--- src/rtl/asteroid_render_scheduler_pkg.sv ---
`default_nettype none
// +----------------------------------------------------------------------+
// | Module : asteroid_pkg                                                |
// | Brief  : Shared constants, draw-window derivation and scheduler      |
// |          state encoding for the asteroid sprite schedulers.          |
// | Rev    : 1.0  initial release                                        |
// +----------------------------------------------------------------------+
package asteroid_pkg;

  localparam int SCREEN_W    = 320;
  localparam int SCREEN_H    = 240;
  localparam int SPRITE_SIZE = 31;  // sprite edge minus one
  localparam int PIPE_LAT    = 2;   // ROM read plus draw-stage output register

  localparam int COORD_W  = 10;
  localparam int DIR_W    = 6;
  localparam int SPRITE_W = 3;

  // Draw window: every pixel address of the sprite plus the draw pipeline tail.
  function automatic int draw_cycles(input int sprite_size, input int pipe_lat);
    return (sprite_size + 1) * (sprite_size + 1) + pipe_lat;
  endfunction

  localparam int DRAW_CYCLES = draw_cycles(SPRITE_SIZE, PIPE_LAT);

  typedef enum logic [2:0] {
    ST_IDLE  = 3'd0,
    ST_FETCH = 3'd1,
    ST_EVAL  = 3'd2,
    ST_PLOT  = 3'd3,
    ST_WAIT  = 3'd4,
    ST_NEXT  = 3'd5,
    ST_DONE  = 3'd6
  } sched_state_e;

endpackage
`default_nettype wire

--- src/rtl/asteroid_render_scheduler_if.sv ---
`default_nettype none
// +----------------------------------------------------------------------+
// | Module : asteroid_render_scheduler_if                                |
// | Brief  : Slot-table read port and draw-stage request bundle.         |
// |          master = scheduler side, slave = table/draw-stage side.     |
// | Rev    : 1.0  initial release                                        |
// +----------------------------------------------------------------------+
interface asteroid_render_scheduler_if
  import asteroid_pkg::*;
#(
  parameter int SLOT_W = 3
);
  // slot table read port (data valid one cycle after slot_idx)
  logic [SLOT_W-1:0]   slot_idx;
  logic                slot_active;
  logic [COORD_W-1:0]  slot_x;
  logic [COORD_W-1:0]  slot_y;
  logic [DIR_W-1:0]    slot_dir;
  logic [SPRITE_W-1:0] slot_sprite;

  // draw-stage request
  logic                plot;
  logic [COORD_W-1:0]  x_pos;
  logic [COORD_W-1:0]  y_pos;
  logic [DIR_W-1:0]    direction;
  logic [SPRITE_W-1:0] sprite_sel;

  modport master (
    output slot_idx, plot, x_pos, y_pos, direction, sprite_sel,
    input  slot_active, slot_x, slot_y, slot_dir, slot_sprite
  );

  modport slave (
    input  slot_idx, plot, x_pos, y_pos, direction, sprite_sel,
    output slot_active, slot_x, slot_y, slot_dir, slot_sprite
  );
endinterface
`default_nettype wire

--- src/rtl/asteroid_render_scheduler_timer.sv ---
`default_nettype none
// +----------------------------------------------------------------------+
// | Module : draw_wait_timer                                             |
// | Brief  : Loadable down-counter with zero flag; holds at zero.        |
// |          Shared by the asteroid, ship and bullet schedulers.         |
// | Rev    : 1.0  initial release                                        |
// +----------------------------------------------------------------------+
module draw_wait_timer #(
  parameter int CNT_W = 11
) (
  input  wire logic             clk,
  input  wire logic             reset_n,
  input  wire logic             load,
  input  wire logic [CNT_W-1:0] load_value,
  input  wire logic             dec,
  output logic                  zero
);

  logic [CNT_W-1:0] r_count;

  // Load has priority over decrement; the count never wraps below zero.
  always_ff @(posedge clk or negedge reset_n) begin
    if (!reset_n) begin
      r_count <= '0;
    end else if (load) begin
      r_count <= load_value;
    end else if (dec && (r_count != '0)) begin
      r_count <= r_count - CNT_W'(1);
    end
  end

  assign zero = (r_count == '0);

endmodule
`default_nettype wire

--- src/rtl/asteroid_render_scheduler.sv ---
`default_nettype none
// +----------------------------------------------------------------------+
// | Module : asteroid_render_scheduler                                   |
// | Brief  : Walks the asteroid slot table once per frame tick, issues   |
// |          one plot request per visible slot and waits out the draw    |
// |          window before moving on; reports frame completion/overrun.  |
// | Rev    : 1.0  initial release                                        |
// +----------------------------------------------------------------------+
module asteroid_render_scheduler #(
  parameter int NUM_SLOTS   = 8,
  parameter int SLOT_W      = 3,
  parameter int SPRITE_SIZE = asteroid_pkg::SPRITE_SIZE,
  parameter int PIPE_LAT    = asteroid_pkg::PIPE_LAT,
  parameter int SCREEN_W    = asteroid_pkg::SCREEN_W,
  parameter int SCREEN_H    = asteroid_pkg::SCREEN_H
) (
  input  wire logic                  clk,
  input  wire logic                  reset_n,
  input  wire logic                  frame_start,
  asteroid_render_scheduler_if.master bus,
  output logic                       busy,
  output logic                       frame_done,
  output logic                       overrun
);
  import asteroid_pkg::*;

  localparam int DRAW_CYCLES = draw_cycles(SPRITE_SIZE, PIPE_LAT);
  localparam int CNT_W       = $clog2(DRAW_CYCLES);
  localparam logic [CNT_W-1:0]  c_wait_load = CNT_W'(DRAW_CYCLES - 1);
  localparam logic [SLOT_W-1:0] c_last_slot = SLOT_W'(NUM_SLOTS - 1);

  sched_state_e        r_state;
  sched_state_e        w_state_next;
  logic [SLOT_W-1:0]   r_slot_idx;
  logic [COORD_W-1:0]  r_x_pos;
  logic [COORD_W-1:0]  r_y_pos;
  logic [DIR_W-1:0]    r_direction;
  logic [SPRITE_W-1:0] r_sprite_sel;
  logic                r_frame_done;
  logic                w_visible;
  logic                w_timer_zero;

  // Only whole-sprite culling on the anchor point; pixel clipping is downstream.
  assign w_visible = bus.slot_active
                   && (bus.slot_x < COORD_W'(SCREEN_W))
                   && (bus.slot_y < COORD_W'(SCREEN_H));

  draw_wait_timer #(
    .CNT_W (CNT_W)
  ) u_wait_timer (
    .clk        (clk),
    .reset_n    (reset_n),
    .load       (r_state == ST_PLOT),
    .load_value (c_wait_load),
    .dec        (r_state == ST_WAIT),
    .zero       (w_timer_zero)
  );

  // State register.
  always_ff @(posedge clk or negedge reset_n) begin
    if (!reset_n) begin
      r_state <= ST_IDLE;
    end else begin
      r_state <= w_state_next;
    end
  end

  // Next-state logic for the slot walk.
  always_comb begin
    w_state_next = r_state;
    unique case (r_state)
      ST_IDLE:  if (frame_start) w_state_next = ST_FETCH;
      ST_FETCH: w_state_next = ST_EVAL;
      ST_EVAL:  w_state_next = w_visible ? ST_PLOT : ST_NEXT;
      ST_PLOT:  w_state_next = ST_WAIT;
      ST_WAIT:  if (w_timer_zero) w_state_next = ST_NEXT;
      ST_NEXT:  w_state_next = (r_slot_idx == c_last_slot) ? ST_DONE : ST_FETCH;
      ST_DONE:  w_state_next = ST_IDLE;
      default:  w_state_next = ST_IDLE;
    endcase
  end

  // Slot address, latched draw parameters and the end-of-pass pulse.
  always_ff @(posedge clk or negedge reset_n) begin
    if (!reset_n) begin
      r_slot_idx   <= '0;
      r_x_pos      <= '0;
      r_y_pos      <= '0;
      r_direction  <= '0;
      r_sprite_sel <= '0;
      r_frame_done <= 1'b0;
    end else begin
      r_frame_done <= (r_state == ST_DONE);
      if ((r_state == ST_NEXT) && (r_slot_idx != c_last_slot)) begin
        r_slot_idx <= r_slot_idx + SLOT_W'(1);
      end else if (r_state == ST_DONE) begin
        r_slot_idx <= '0;
      end
      // Parameters only change when a slot is accepted, so they hold through WAIT.
      if ((r_state == ST_EVAL) && w_visible) begin
        r_x_pos      <= bus.slot_x;
        r_y_pos      <= bus.slot_y;
        r_direction  <= bus.slot_dir;
        r_sprite_sel <= bus.slot_sprite;
      end
    end
  end

  assign bus.slot_idx   = r_slot_idx;
  assign bus.plot       = (r_state == ST_PLOT);
  assign bus.x_pos      = r_x_pos;
  assign bus.y_pos      = r_y_pos;
  assign bus.direction  = r_direction;
  assign bus.sprite_sel = r_sprite_sel;
  assign busy           = (r_state != ST_IDLE);
  assign frame_done     = r_frame_done;
  // A tick arriving during a pass (DONE included) is dropped but reported.
  assign overrun        = frame_start && busy;

endmodule
`default_nettype wire

--- src/flat_wrapper.sv ---
// flat-port wrapper written by rule: the top's interface ports become plain ports
module asteroid_render_scheduler_flat import asteroid_pkg::*;
#(
  parameter int NUM_SLOTS   = 8,
  parameter int SLOT_W      = 3,
  parameter int SPRITE_SIZE = asteroid_pkg::SPRITE_SIZE,
  parameter int PIPE_LAT    = asteroid_pkg::PIPE_LAT,
  parameter int SCREEN_W    = asteroid_pkg::SCREEN_W,
  parameter int SCREEN_H    = asteroid_pkg::SCREEN_H
)
  (clk, reset_n, frame_start, busy, frame_done, overrun, bus_slot_idx, bus_plot, bus_x_pos, bus_y_pos, bus_direction, bus_sprite_sel, bus_slot_active, bus_slot_x, bus_slot_y, bus_slot_dir, bus_slot_sprite);
  asteroid_render_scheduler_if #(.SLOT_W(SLOT_W)) bus_i ();
  input  wire logic clk;
  input  wire logic reset_n;
  input  wire logic frame_start;
  output logic busy;
  output logic frame_done;
  output logic overrun;
  output wire logic [$bits(bus_i.slot_idx)-1:0] bus_slot_idx;
  output wire logic [$bits(bus_i.plot)-1:0] bus_plot;
  output wire logic [$bits(bus_i.x_pos)-1:0] bus_x_pos;
  output wire logic [$bits(bus_i.y_pos)-1:0] bus_y_pos;
  output wire logic [$bits(bus_i.direction)-1:0] bus_direction;
  output wire logic [$bits(bus_i.sprite_sel)-1:0] bus_sprite_sel;
  input wire logic [$bits(bus_i.slot_active)-1:0] bus_slot_active;
  input wire logic [$bits(bus_i.slot_x)-1:0] bus_slot_x;
  input wire logic [$bits(bus_i.slot_y)-1:0] bus_slot_y;
  input wire logic [$bits(bus_i.slot_dir)-1:0] bus_slot_dir;
  input wire logic [$bits(bus_i.slot_sprite)-1:0] bus_slot_sprite;
  assign bus_slot_idx = bus_i.slot_idx;
  assign bus_plot = bus_i.plot;
  assign bus_x_pos = bus_i.x_pos;
  assign bus_y_pos = bus_i.y_pos;
  assign bus_direction = bus_i.direction;
  assign bus_sprite_sel = bus_i.sprite_sel;
  assign bus_i.slot_active = bus_slot_active;
  assign bus_i.slot_x = bus_slot_x;
  assign bus_i.slot_y = bus_slot_y;
  assign bus_i.slot_dir = bus_slot_dir;
  assign bus_i.slot_sprite = bus_slot_sprite;
  asteroid_render_scheduler #(.NUM_SLOTS(NUM_SLOTS), .SLOT_W(SLOT_W), .SPRITE_SIZE(SPRITE_SIZE), .PIPE_LAT(PIPE_LAT), .SCREEN_W(SCREEN_W), .SCREEN_H(SCREEN_H)) u_core (.clk(clk), .reset_n(reset_n), .frame_start(frame_start), .bus(bus_i), .busy(busy), .frame_done(frame_done), .overrun(overrun));
endmodule
--- config.mk ---
export PLATFORM = sky130hd
export DESIGN_NAME = asteroid_render_scheduler_flat
export DESIGN_NICKNAME = d
export VERILOG_FILES = /design/src/rtl/asteroid_render_scheduler_pkg.sv /design/src/rtl/asteroid_render_scheduler_if.sv /design/src/rtl/asteroid_render_scheduler_timer.sv /design/src/rtl/asteroid_render_scheduler.sv /design/src/flat_wrapper.sv
export SDC_FILE = /design/constraint.sdc
export NUM_CORES = 1
export LEC_CHECK = 0
export ABC_AREA = 1
export CORE_AREA = 2 2 61 92
export CTS_BUF_LIST = sky130_fd_sc_hd__clkbuf_4 sky130_fd_sc_hd__clkbuf_8
export CTS_CLUSTER_DIAMETER = 200
export DETAILED_ROUTE_END_ITERATION = 12
export DIE_AREA = 0 0 63 94
export PLACE_DENSITY = 0.8
export SYNTH_ARGS = -nofsm -noshare
export SYNTH_HDL_FRONTEND = slang
export SYNTH_SLANG_ARGS = --single-unit
--- constraint.sdc ---
create_clock -name clk -period 1.5 [get_ports clk]
set_clock_uncertainty 0.2 [all_clocks]
set_input_delay 0.3 -clock clk [delete_from_list [all_inputs] [get_ports clk]]
set_output_delay 0.3 -clock clk [all_outputs]
set_load 0.03 [all_outputs]
# Yosys cells after proc, flatten, opt, wreduce, memory -nomap -nowiden
# Index checks and enable logic that the tools add are counted.
dict set report op_classes {
  add_sub_neg 2
  magnitude_cmp 2
  n_eq_ne 10
  n_mux 9
  n_reduce_logical 13
}
# op n
set ops {}
lappend ops {{11-bit two-way mux} 2}
lappend ops {{3-bit two-way mux} 6}
lappend ops {{3-bit one-hot mux with 6 select lines} 1}
lappend ops {{3-bit equality test, second input constant} 4}
lappend ops {{11-bit logical NOT} 1}
lappend ops {{11-bit nonzero test} 1}
lappend ops {{11-bit by 1-bit subtractor with 11-bit output, second input constant} 1}
lappend ops {{10-bit by 8-bit < comparator with 1-bit output, second input constant} 1}
lappend ops {{10-bit by 9-bit < comparator with 1-bit output, second input constant} 1}
lappend ops {{3-bit by 2-bit equality test with 1-bit output, second input constant} 2}
lappend ops {{1-bit logical AND} 6}
lappend ops {{2-bit nonzero test} 2}
lappend ops {{3-bit by 1-bit adder with 3-bit output, second input constant} 1}
lappend ops {{3-bit by 1-bit equality test with 1-bit output, second input constant} 1}
lappend ops {{3-bit logical NOT} 1}
lappend ops {{3-bit inequality test, second input constant} 1}
lappend ops {{3-bit nonzero test} 1}
lappend ops {{2-bit by 1-bit inequality test with 1-bit output, second input constant} 1}
lappend ops {{2-bit inequality test, second input constant} 1}
lappend ops {{2-bit AND reduction} 1}
dict set report word_totals {
  register_bits 47
  input_bits 33
}

# Longest topological paths before layout
dict set report logic_depth {
  ltp_word 5
  depth_mapped 10
  depth_no_buf 10
}

# Hierarchy
# Synthesis repeated with hierarchy kept, for this count alone.
dict set report hier_totals {
  cells_unflattened 320
  hier_area_um2 2478.6
}
# module n_inst cells_each area_each_um2
set modules_own_cells {}
lappend modules_own_cells {asteroid_render_scheduler 1 181 1599.0}
lappend modules_own_cells {draw_wait_timer 1 139 879.6}

# Worst setup path before layout
# OpenSTA, ideal clock, no wires.
dict set report synth_timing {
  kind {register to output}
  start {register u_core.r_state[0]}
  end {output port overrun}
  arrival_time_ns 1.192
  t_required_ns 1.000
  setup_slack_ns -0.192
  path_stages_with_launch 3
  n_path_buf 0
  path_cell_list {dfrtp_1 > nor2_1 > a21boi_0}
}
dict set report synth_between {
  elab_chain_cells 2
}
# item line
set synth_rtl {}
lappend synth_rtl {{start: declaration} asteroid_render_scheduler.sv:32} ;# sched_state_e r_state;
lappend synth_rtl {{start signal: assignment} asteroid_render_scheduler.sv:64} ;# r_state <= w_state_next;
lappend synth_rtl {{3-bit nonzero test} asteroid_render_scheduler.sv:115} ;# assign busy = (r_state != ST_IDLE);
lappend synth_rtl {{1-bit logical AND} asteroid_render_scheduler.sv:118} ;# assign overrun = frame_start && busy;
lappend synth_rtl {{end: declaration} flat_wrapper.sv:18} ;# output logic overrun;
# Every way passes these cells.

# Worst setup path after layout
dict set report layout_timing {
  start {input port bus_slot_y[7]}
  end {register u_core.r_direction[5], in the netlist u_core.bus.direction[5]}
}
dict set report layout_between {
  elab_chain_cells 3
}
# item line
set layout_rtl {}
lappend layout_rtl {{start: declaration} flat_wrapper.sv:27} ;# input wire logic [$bits(bus_i.slot_y)-1:0] bus_slot_y;
lappend layout_rtl {{10-bit by 8-bit < comparator with 1-bit output} asteroid_render_scheduler.sv:46} ;# && (bus.slot_y < COORD_W'(SCREEN_H));
lappend layout_rtl {{1-bit logical AND} asteroid_render_scheduler.sv:46}
lappend layout_rtl {{1-bit logical AND} asteroid_render_scheduler.sv:100} ;# if ((r_state == ST_EVAL) && w_visible) begin
lappend layout_rtl {{end signal: assignment} asteroid_render_scheduler.sv:103} ;# r_direction <= bus.slot_dir;
lappend layout_rtl {{end: declaration} asteroid_render_scheduler.sv:37} ;# logic [DIR_W-1:0] r_direction;
# Every way passes these cells.
# A chain may end at the register's enable or synchronous reset.

==> implementation parameters <==
Parameter                              Value

Drt
  Starting DRT DRC Count    150
  Via count normalized by instance count    between 4 and 5
  Remaining number of nets flagged by the antenna check after routing    0
  Via count    between 2000 and 2500
  First-pass DRT Iterations    4
  Detailed-route wire length per cell    roughly 16 um
  DRC Markers    0
  Final wirelength    7090 um

Power
  Total power divided by cell area    1780 nW/um2
  Standby leakage power    around 1.9 nW
  Peak supply drop    1.15 mV
  Switching power summed over all nets    roughly 0.0028 W
  Cell-internal power    roughly 0.0038 W
  Portion of total power attributed to combinational logic    52.1%
  Clock share of power    16.9%
  Share of total power in sequential cells    between 30 and 40%
  Sw Share    42.0%

Synthesis
  Most frequent cells after synthesis    101 x nand2_1, 47 x dfrtp_1, 21 x inv_1
  Number of synthesized flops with an enable pin    0
  YS warnings    0
  Gate count of the mapped netlist    between 200 and 300
  Post-synthesis async set-or-reset flop share    100%
  Synthesized area    about 2200 um2
  Most frequent cell after synthesis    nand2_1
  Seq/Total Area, Yosys    around 54%
  Count of unique library cells instantiated by Yosys    30
  Syn Area/Cell    8.38 um2
  Library cell occupying the most area in the post-synthesis netlist    dfrtp_1
  Most instantiated flip-flop cell in the synthesis netlist    dfrtp_1
  Share of Yosys cell area claimed by the top area cell type    54.4%
  Synthesized net count    just under 300
  Dominant cells by area after synthesis    dfrtp_1 54%, nand2_1 18%, inv_1 3.6%, nor2_1 3.5%, nand3_1 2.3%
  Seq cells post-synth    47

STA
  Max-slew headroom at the worst pin    approximately four fifths
  Final Max Slew Viols    0
  Highest achievable clock rate    around 580 MHz
  Min cycle time layout    1.74 ns
  Slew of the pin with the lowest slew margin    0.273 ns
  Final number of setup-violating endpoints    45
  Final worst-path setup slack    -0.238 ns
  Final hold viol count    0
  Unrepaired setup endpoints after global routing    true
  Ratio of final minimum period to clock period    116%

Cells and area
  Number of inserted filler cells in the final layout    between 300 and 400
  Final nets    ~400
  Area taken by multi-input logic gates    around 1100 um2
  Fraction of layout instances using a drive strength above 1    between 40 and 50%
  Antenna cells    0
  Total non-filler cell area in the finished layout    3700 um2
  Layout overhead on the synthesized area    71.3%
  Sequential cell area    around 1200 um2

Status
  Outcome    finished with violations
  Violated checks    negative setup slack

Setup path
  Critical path data required time    about 1.5 ns
  Endpoint type of the worst setup path    flop
  Max FO, Critical Path    6
  CP Data Arrival Time    approximately 1.7 ns
  Crit Path Category    in -> reg
  Worst setup SP type    primary input

Floorplanning
  Num rows    32
  Overall die area    about 5900 um2
  Horizontal extent of the die    63 um
  Effective utilization at floorplan    roughly 43%
  # IOs    between 60 and 70
  Die extent in y    roughly 94 um
  Placeable core area    5080 um2

Place
  DP HPWL    roughly 3700 um
  Worst setup slack after placement    -0.416 ns
  Port Buffer Count    between 60 and 70
  Placed inst area    ~3000 um2
  Gp weighted congestion    just over 0.8

GRT
  Antenna violations before repair    0
  First-pass GRT wire length    approximately 10000 um
  GRT Overall Usage    approximately 22%
  Maximum number of pins on one net before global-route repair    48
  Via count of the first global-routing pass    approximately 2100
  Total congestion overflow    0

Flow run
  # Max-Cap Violations    0

Clock network
  Buffers from clock root to sink, at most    2
  TritonCTS sink count    47
  H-Tree Level Count    2
  Clk_lat worst skew    0.30 ns
  Clock slew at the register clock pins of the worst setup and hold paths    ~0.090 ns
  Number of buffers inserted during clock tree synthesis    5
  CTS tree    yes
  Clock Tree Root    clkbuf_8

Hold path
  Min-delay worst type    in -> reg
-- placed cells by master (no fill, tap or decap), types with 3 or more instances in the layout --
cell and count:
nand3_1 10, buf_4 59, clkbuf_8 5, nor2_1 11
buf_6 9, clkdlybuf4s50_1 29, xor2_1 3, buf_12 7
inv_1 16, nor2_2 6, nand2_1 73, dfrtp_2 4
ha_4 3, nand4_1 4, o21ai_1 4, nand2_4 8
inv_2 5, nor3_2 3, o21ai_0 5, nand2_2 24
o21ai_2 6, dfrtp_1 43, inv_4 4, nor2_4 7
-- area by class of cell --
cell class,instances,area share [%]
multi-input combinational,178,29.3
clock buffer,6,2.06
timing repair inverter,3,1.11
timing repair buffer,109,28.1
sequential,47,31.9
inverter,28,3.58
tap,68,2.30
clock inverter,2,1.62
-- worst max-delay path, cell delays in order --
cell	delay [ns]
clkdlybuf4s50_1	0.48
inv_1	0.09
nor3_2	0.20
nor2_2	0.09
nand3_4	0.10
buf_12	0.16
buf_12	0.11
clkinv_8	0.06
nand2_1	0.08
nand2_1	0.06
-- state kept, by name (all words and copies together) (netlist names) --
register	count
u_core.u_wait_timer.r_count	11
u_core.bus.slot_idx	3
u_core.bus.direction	6
u_core.bus.x_pos	10
u_core.frame_done	1
u_core.bus.sprite_sel	3
u_core.r_state	3
u_core.bus.y_pos	10
-- power by group through the flow --
stage,Sequential [W],Combinational [W],Clock (W)
2_1_floorplan,0.00250,0.00113,0
4_1_cts,0.00198,0.00305,0.00113
6_report,0.00205,0.00344,0.00112
3_3_place_gp,0.00196,0.00269,0
5_1_grt,0.00208,0.00368,0.00119
3_5_place_dp,0.00198,0.00276,0
-- layer usage --
layer / track usage [%] / vias to the layer above / wire length (um) / share of wire (%)
met4: 6.48 / 0 / 136 / 1.9
li1: - / 1027 / - / -
met1: 23.1 / 1064 / 2550 / 36
met5: 0 / - / 0 / 0
met3: 4.80 / 11 / 318 / 4.5
met2: 42.8 / 73 / 4090 / 58
-- path summary, 6_finish.rpt --
check	depth (start not counted)	start	endpoint	slack (ns)
setup / recovery	10	bus_slot_y[7]	u_core.bus.direction[5]	-0.24
hold / removal	3	bus_slot_y[5]	u_core.bus.y_pos[5]	0.07
setup reg to reg	10	u_core.r_state[2]	u_core.bus.y_pos[0]	-0.18
hold reg to reg	2	u_core.bus.direction[3]	u_core.bus.direction[3]	0.29
max in group asynchronous	3	reset_n	u_core.u_wait_timer.r_count[4]	0.57
min in group asynchronous	3	reset_n	u_core.bus.y_pos[3]	0.30
-- stage by stage --
| step | total power [W] | TNS, ns | std cells | hold WS (ns) | util (%) |
|---|---|---|---|---|---|
| 2_1_floorplan | 0.00363 | 0 | 258 | -0.196 | - |
| 3_3_place_gp | 0.00465 | -10.09 | 411 | 0.103 | 59.4 |
| 3_5_place_dp | 0.00474 | -12.24 | 411 | 0.102 | 59.4 |
| 4_1_cts | 0.00616 | -4.19 | 434 | 0.289 | 68.5 |
| 5_1_grt | 0.00696 | -8.77 | 441 | 0.113 | 72.8 |
| 6_report | 0.00660 | -6.07 | 441 | 0.0730 | 72.8 |
-- logic make-up (layout without fill, tap and decap cells) --
kind of cell    after synthesis  after routing  synth area share [%]
flops                        47             47                  54.4
compound gates               21             21                  5.15
fa+ha+maj                     3              3                  1.74
xor+xnor                      3              3                  1.22
simple gates                151            151                  30.6
buf+inv                      33            148                  6.94
-- repair_timing --
action | 4_1_cts | 5_1_grt
hold buffers | 1 | 0
pin swaps | 14 | 17
setup endpoints to repair | 44 | 47
setup buffers | 9 | 9
resized for setup | 42 | 53
cloned | 5 | 0
hold endpoints to repair | 47 | 0
Power figures use the tool's default switching activity.
